## src/rtl/sync_fifo_param.sv

```systemverilog
// Parametrised single-clock show-ahead FIFO with fill count, programmable
// almost-full/almost-empty thresholds, sticky overflow/underflow and synchronous flush.
module sync_fifo_param #(
  parameter int unsigned DWIDTH = 8,
  parameter int unsigned AWIDTH = 4,
  parameter int unsigned AF_LVL = 14,
  parameter int unsigned AE_LVL = 2
) (
  input  logic              clk,
  input  logic              rst,
  input  logic              flush,
  input  logic [DWIDTH-1:0] datain,
  input  logic              wr,
  input  logic              rd,
  output logic [DWIDTH-1:0] dataout,
  output logic              full,
  output logic              empty,
  output logic              almost_full,
  output logic              almost_empty,
  output logic [AWIDTH:0]   count,
  output logic              overflow,
  output logic              underflow
);

  localparam int unsigned   DEPTH = 1 << AWIDTH;
  localparam logic [AWIDTH:0] AF_C = (AWIDTH+1)'(AF_LVL);
  localparam logic [AWIDTH:0] AE_C = (AWIDTH+1)'(AE_LVL);

  logic [AWIDTH:0]   wp_q, wp_d;
  logic [AWIDTH:0]   rp_q, rp_d;
  logic              ovf_q, ovf_d;
  logic              unf_q, unf_d;
  logic              wr_ok, rd_ok;
  logic [AWIDTH:0]   cnt;
  logic              full_w, empty_w;
  logic [DWIDTH-1:0] mem_q [DEPTH];

  // Extra pointer MSB is a wrap bit: equal low bits with differing MSBs means full.
  assign cnt     = wp_q - rp_q;
  assign full_w  = (wp_q[AWIDTH-1:0] == rp_q[AWIDTH-1:0]) && (wp_q[AWIDTH] != rp_q[AWIDTH]);
  assign empty_w = (wp_q == rp_q);

  assign count        = cnt;
  assign full         = full_w;
  assign empty        = empty_w;
  assign almost_full  = (cnt >= AF_C);
  assign almost_empty = (cnt <= AE_C);
  assign overflow     = ovf_q;
  assign underflow    = unf_q;
  assign dataout      = mem_q[rp_q[AWIDTH-1:0]];

  always_comb begin
    wr_ok = wr & ~full_w & ~flush;
    rd_ok = rd & ~empty_w & ~flush;
    wp_d  = wp_q;
    rp_d  = rp_q;
    ovf_d = ovf_q;
    unf_d = unf_q;
    if (flush) begin
      wp_d  = '0;
      rp_d  = '0;
      ovf_d = 1'b0;
      unf_d = 1'b0;
    end else begin
      if (wr_ok) wp_d = wp_q + 1'b1;
      if (rd_ok) rp_d = rp_q + 1'b1;
      ovf_d = ovf_q | (wr & full_w);
      unf_d = unf_q | (rd & empty_w);
    end
  end

  always_ff @(posedge clk or negedge rst) begin
    if (!rst) begin
      wp_q  <= '0;
      rp_q  <= '0;
      ovf_q <= 1'b0;
      unf_q <= 1'b0;
    end else begin
      wp_q  <= wp_d;
      rp_q  <= rp_d;
      ovf_q <= ovf_d;
      unf_q <= unf_d;
    end
  end

  // Storage is deliberately left out of reset; empty masks its contents.
  always_ff @(posedge clk) begin
    if (wr_ok) mem_q[wp_q[AWIDTH-1:0]] <= datain;
  end

endmodule

```

## config.mk

```make
export PLATFORM = sky130hd
export DESIGN_NAME = sync_fifo_param
export DESIGN_NICKNAME = d
export VERILOG_FILES = /design/src/rtl/sync_fifo_param.sv
export SDC_FILE = /design/constraint.sdc
export NUM_CORES = 1
export LEC_CHECK = 0
export ABC_AREA = 0
export CORE_UTILIZATION = 30
export DETAILED_ROUTE_END_ITERATION = 10
export GPL_TIMING_DRIVEN = 0
export PLACE_DENSITY = 0.55
export SYNTH_ARGS = -nofsm -noshare
export SYNTH_HDL_FRONTEND = slang
export SYNTH_SLANG_ARGS = --single-unit
```

## constraint.sdc

```tcl
create_clock -name clk -period 4.1 [get_ports clk]
set_clock_uncertainty 0.05 [all_clocks]
set_input_delay 0.82 -clock clk [delete_from_list [all_inputs] [get_ports clk]]
set_output_delay 0.82 -clock clk [all_outputs]
set_load 0.02 [all_outputs]
```

==> reports/qor.csv, run 1 <==
metric;value;unit
end_kind;output port;
viasPerCell;4.71;
synthFlopType;edfxtp_1;
synth_top_area_cell;edfxtp_1;
die-area;19900;sq um
synthTopCellsByArea;edfxtp_1 (66%), mux4_2 (9.3%), dfrtp_1 (5.2%);
cts_tree;yes;
use_met1;0.184;
synth-simple-area-share;0.0362;
period_share;0.953;
dpl.hpwl;8450;microns
synth_compound_area_frac;0.0513;
place_ws;-0.0322;ns
ys_seq_elements;140;
hold_path.class;flop to flop;
met3_usage;0.0336;
fillers;1745;
clk_latency;0.42;ns
h-tree-depth;4;
rsz0062_at_grt;no;
reg2reg_from;rp_q[2];
use_met2;0.219;
layout_common_cells;edfxtp_1 (128), clkdlybuf4s50_1 (30), mux2i_1 (26), nor2_1 (26), mux4_2 (24);
worst-path-max-fanout;10;
hold_depth;2;
power_leakage;2.28;nW
synth_top_family_by_area;multiplexers;
drtIter0Drc;296;
antenna_found_initial;0;
numCtsBuffers;17;
drc;0;
min_period;3.91;ns
r2r_end;mem_q[3][3];
startpoint_type;flop;
tightest_slew;1.25;ns
clk_pin_slew;0.06;ns
grt_pass1_vias;3113;
vias;3040;
fp.dieH;141;microns
seq_area_frac_synth;0.714;
wl_per_cell;19.6;microns
top_usage_layer;met2;
outcome;complete, no violations;
synth_top_cell_area_share;0.663;
syn_nets;347;
maxSlewHeadroom;0.158;
initial_core_util;0.308;
final_area;7010;sq um
hold_end;underflow;
synthXorXnorAreaFrac;0.0179;
finalNetCount;396;
firstDrtPassIters;5;
placed_area;6440;sq um
synth_warnings;0;
setup_viol;0;
criticalPathCategory;flop to output port;
hold_viol_final;0;
layout-drive-gt1-share;0.166;
final_max_slew_viol_count;0;
synth_cell_types;39;
ant_nets;0;
max-clock-path-buffers;2;
synth.area.mux_share;0.138;
fp-row-count;50;
n_antenna_cell;0;
synthAdderAreaFrac;0.0229;
syn_inst;324;
r2r_slack;0.40;ns
cts_setup_buffers;0;
synth.avg_cell_area;17.9;sq um
grt_overflow_total;0;
grt_max_degree;17;
cts_num_sinks;140;
syn_area;5800;sq um
holdWs;0.453;ns
port_buffers;31;
maxCapViolations;0;
setup_ws;0.195;ns
grt_pass1_wl;19200;microns
r2r_cells;6;
synth_edf_count;128;
synthArstFlopShare;0.0857;
cts-root-buf;clkbuf_16;
place_congestion;0.767;
arrival;3.04;ns
fmax;0.256;GHz
power_density;521;nW/um^2
layout_commonest_cell;edfxtp_1;
die_w;141;microns
ir_drop;0.201;mV
gr-usage-all-layers;0.138;
wirelength;12700;microns
io_pins;32;
syn_to_final_growth;20.8;%
hp-start;underflow;
required;3.23;ns
core-area;18800;sq um
timing repair:
item / in CTS / in global routing
hold buffers: 0 / 0
cloned: 0 / 0
resized for setup: 3 / 2
endpoints found under the setup margin: 28 / 2
Yosys cell counts, drive strengths merged (3+ instances only):
library cell and number:
edfxtp 128, mux2i 26, nor2 26, mux4 24, dfrtp 12, o21ai 12
ha 9, a22oi 8, a32oi 8, buf 8, inv 8, xnor2 8
clkbuf 6, nand2 6, a211oi 4, a21oi 4, nor3 4, xor2 3
power breakdown:
part / switching (mW) / internal (mW) / leakage, nW
logic: 0.333 / 0.280 / 0.690
clock network: 0.552 / 0.898 / 0.271
registers: 0.0102 / 1.58 / 1.32
critical path: stages (launching register included):
cell and delay, ns:
dfrtp_1 0.40, buf_2 0.31, buf_4 0.30, mux4_2 0.56, a32oi_1 0.33, o21ai_0 0.15, clkdlybuf4s50_1 0.56
cells by family (layout without fill, tap and decap cells):
logic type | after synthesis | count (layout)
AO/OA/AOI/OAI | 43 | 43
XOR/XNOR | 11 | 11
buffers and inverters | 23 | 85
multiplexers | 50 | 50
AND/OR/NAND/NOR | 47 | 47
adder cells (fa/ha/maj) | 10 | 10
flip-flops | 140 | 140
state kept, by name, summed over array words and instances (netlist names):
| name | cells |
|---|---|
| underflow | 1 |
| overflow | 1 |
| rp_q | 5 |
| mem_q | 128 |
| wp_q | 5 |
metrics by stage:
stage	std cells	util	TNS, ns	total power, mW
floorplan	324	-	0	1.99
global placement	615	0.342	-0.154	2.23
detailed placement	615	0.342	-0.396	2.24
CTS	647	0.372	0	3.68
global route	646	0.372	0	3.79
finish	646	0.372	0	3.65
how the worst max path moves through the flow:
| stage | start | end | slack [ns] | cells past startpoint |
|---|---|---|---|---|
| final | rp_q[0] | dataout[1] | 0.19 | 6 |
| after global routing | rp_q[2] | almost_full | 0.04 | 7 |
| after CTS | rp_q[1] | almost_full | 0.07 | 9 |
| after detailed placement | rp_q[1] | mem_q[2][5] | -0.03 | 8 |
| after global placement | rp_q[1] | mem_q[2][5] | -0.01 | 8 |
| after floorplan | rp_q[1] | almost_empty | 0.70 | 8 |
layer usage:
layer  vias to the layer above  routed length [microns]
li1                       1393                        -
met1                      1549                     5650
met2                        83                     6310
met3                        15                      556
met4                         0                      175
met5                         -                        0
layout make-up:
class	instances	area, sq um	share of cell area
Sequential cell	140	4140	0.591
Multi-Input combinational cell	161	1550	0.221
Clock buffer	26	499	0.0712
Tap cell	260	325	0.0464
Timing Repair Buffer	31	309	0.0441
Buffer	13	83.8	0.0120
Clock inverter	6	63.8	0.00910
Inverter	9	33.8	0.00482
Power figures use the tool's default switching activity.
==> run 2: changes to the inputs <==
- HOLD_SLACK_MARGIN: default -> 0.02
==> results of run 2 <==
The final DEF is identical to that of run 1; final timing and power are the same.
==> edit, RTL diff (flow settings as in run 2) <==
Make the reset (`rst`) synchronous in one clocked block.
--- a/src/rtl/sync_fifo_param.sv
+++ b/src/rtl/sync_fifo_param.sv
@@ -69,7 +69,7 @@
     end
   end
 
-  always_ff @(posedge clk or negedge rst) begin
+  always_ff @(posedge clk) begin
     if (!rst) begin
       wp_q  <= '0;
       rp_q  <= '0;
Formal check against the unedited RTL: differs if rst is asserted again (counterexample within 4 cycles, from zero or initial values and one cycle with rst low); with rst held inactive, the same outputs for 4 cycles.
==> edit against run 2 <==
Wire length decreased by 8.1%; setup slack gained 160 ps; sequential cell count grew 4; final cell count down 6.0%; design area shrank 0.66%; area after synthesis decreased by 1.4%; critical path type unchanged; critical endpoint is now dataout[7].
Power is not compared: it rests on default switching activity, and its combinational part moved more than twofold at a synthesized area within 25%.
==> edit: results (changes against run 2) <==
- Vias in the first global route: 3197 (+2.7%)
- # diodes: 0 (unchanged)
- Final net count: 383 (-3.3%)
- Fraction of layout cells with a size suffix above 1: 19.8% (+3.3 points)
- Synth Net Count: 333 (-4.0%)
- Cells after DPL: 575 (-6.5%)
- Worst rel slew slack: 37.8% (+22 points)
- First-pass GRT wire length: 18300 um (-4.8%)
- Via density: 4.76 (+1.1%)
- Top routing layer used: met4
- Post-synth ARST share: 0% (-8.6 points)
- P_leak: 2.22 nW
- Overall global routing resource usage: 13.0% (-0.81 points)
- Met2 wire length: 5950 um (-5.6%)
- Top cells by count, synth: edfxtp_1, mux4_2, nor2_1
- M1 WL: 5010 um (-11%)
- Post-synthesis sequential area ratio: 72.8% (+1.4 points)
- Largest cells by area after synthesis: edfxtp_1, mux4_2, dfxtp_1
- Status: finished clean
- GP Congestion: 0.725 (-5.4%)
- Synth cell types: 35 (-10%)
- CTS resizes: 0 (-3)
- # port buffers: 31 (unchanged)
- Routed len/inst: 19.2 um (-2.2%)
- Pre-CTS setup slack: 641 ps (+673 ps)
- Layout fillers: 1714 (-1.8%)
- 1st-iter DRT viols: 154 (-48%)
- Critical Path AT: 2870 ps (-170 ps)
- Layout Cells excl Fill: 607 (-6.0%)
- Detailed placement HPWL: 7700 um (-8.9%)
- Placed cell area: 6340 sq um (-1.5%)
- Post-Syn Instances: 310 (-4.3%)
edit: cell types whose count changed after synthesis, sizes merged, moves of 5 or more:
| cell | before | now |
|---|---|---|
| mux4 | 24 | 32 |
| dfxtp | 0 | 16 |
| a32oi | 8 | 0 |
| mux2i | 26 | 1 |
| o21ai | 12 | 5 |
| dfrtp | 12 | 0 |
| nand2 | 6 | 11 |
| a22oi | 8 | 16 |
edit: path summary, 6_finish.rpt:
path / slack [ps] / start / cells past startpoint / end
worst max register to register: 1310 / wp_q[0] / 6 / mem_q[4][3]
worst min-delay path: 430 / underflow / 2 / underflow
worst max-delay path: 360 / flop / 5 / dataout[7]
worst min register to register: 430 / underflow / 2 / underflow
edit: power by group:
group	internal (mW)	total (mW)	switching [mW]	leakage [nW]
combinational	0.0381	0.0911	0.0530	0.637
sequential	1.60	1.60	0.00203	1.28
clock	1.02	1.60	0.576	0.299
total	2.66	3.29	0.631	2.22
edit: area by class of cell:
cell class | count | area, sq um | share of cell area, %
plain buffers | 13 | 62.6 | 0.898
clock buffers | 19 | 433 | 6.22
clock inverters | 13 | 185 | 2.66
inverters | 8 | 30.0 | 0.431
multi-input cells | 145 | 1480 | 21.3
flip-flops and latches | 144 | 4160 | 59.8
well taps | 234 | 293 | 4.20
repair buffers | 31 | 313 | 4.49
edit: layer usage:
metal | global-route usage [%] | vias up
li1 | - | 1341
met1 | 15.9 | 1461
met2 | 22.1 | 76
met3 | 3.97 | 9
met4 | 3.99 | 0
met5 | 0 | -
edit: critical path: stages, from the launching register on:
cell	delay [ps]
dfxtp_1	420
buf_1	630
mux4_2	420
a22oi_1	310
nand2_1	120
clkdlybuf4s50_1	560
edit: kinds of logic (layout without fill, tap and decap cells):
logic type | after synthesis | count (layout) | share of synthesized area [%]
adder cells (fa/ha/maj) | 10 | 10 | 2.32
multiplexers | 33 | 33 | 12.8
flip-flops | 144 | 144 | 72.8
AND/OR/NAND/NOR | 56 | 56 | 4.49
buffers and inverters | 21 | 84 | 1.62
XOR/XNOR | 10 | 10 | 1.53
AO/OA/AOI/OAI | 36 | 36 | 4.46
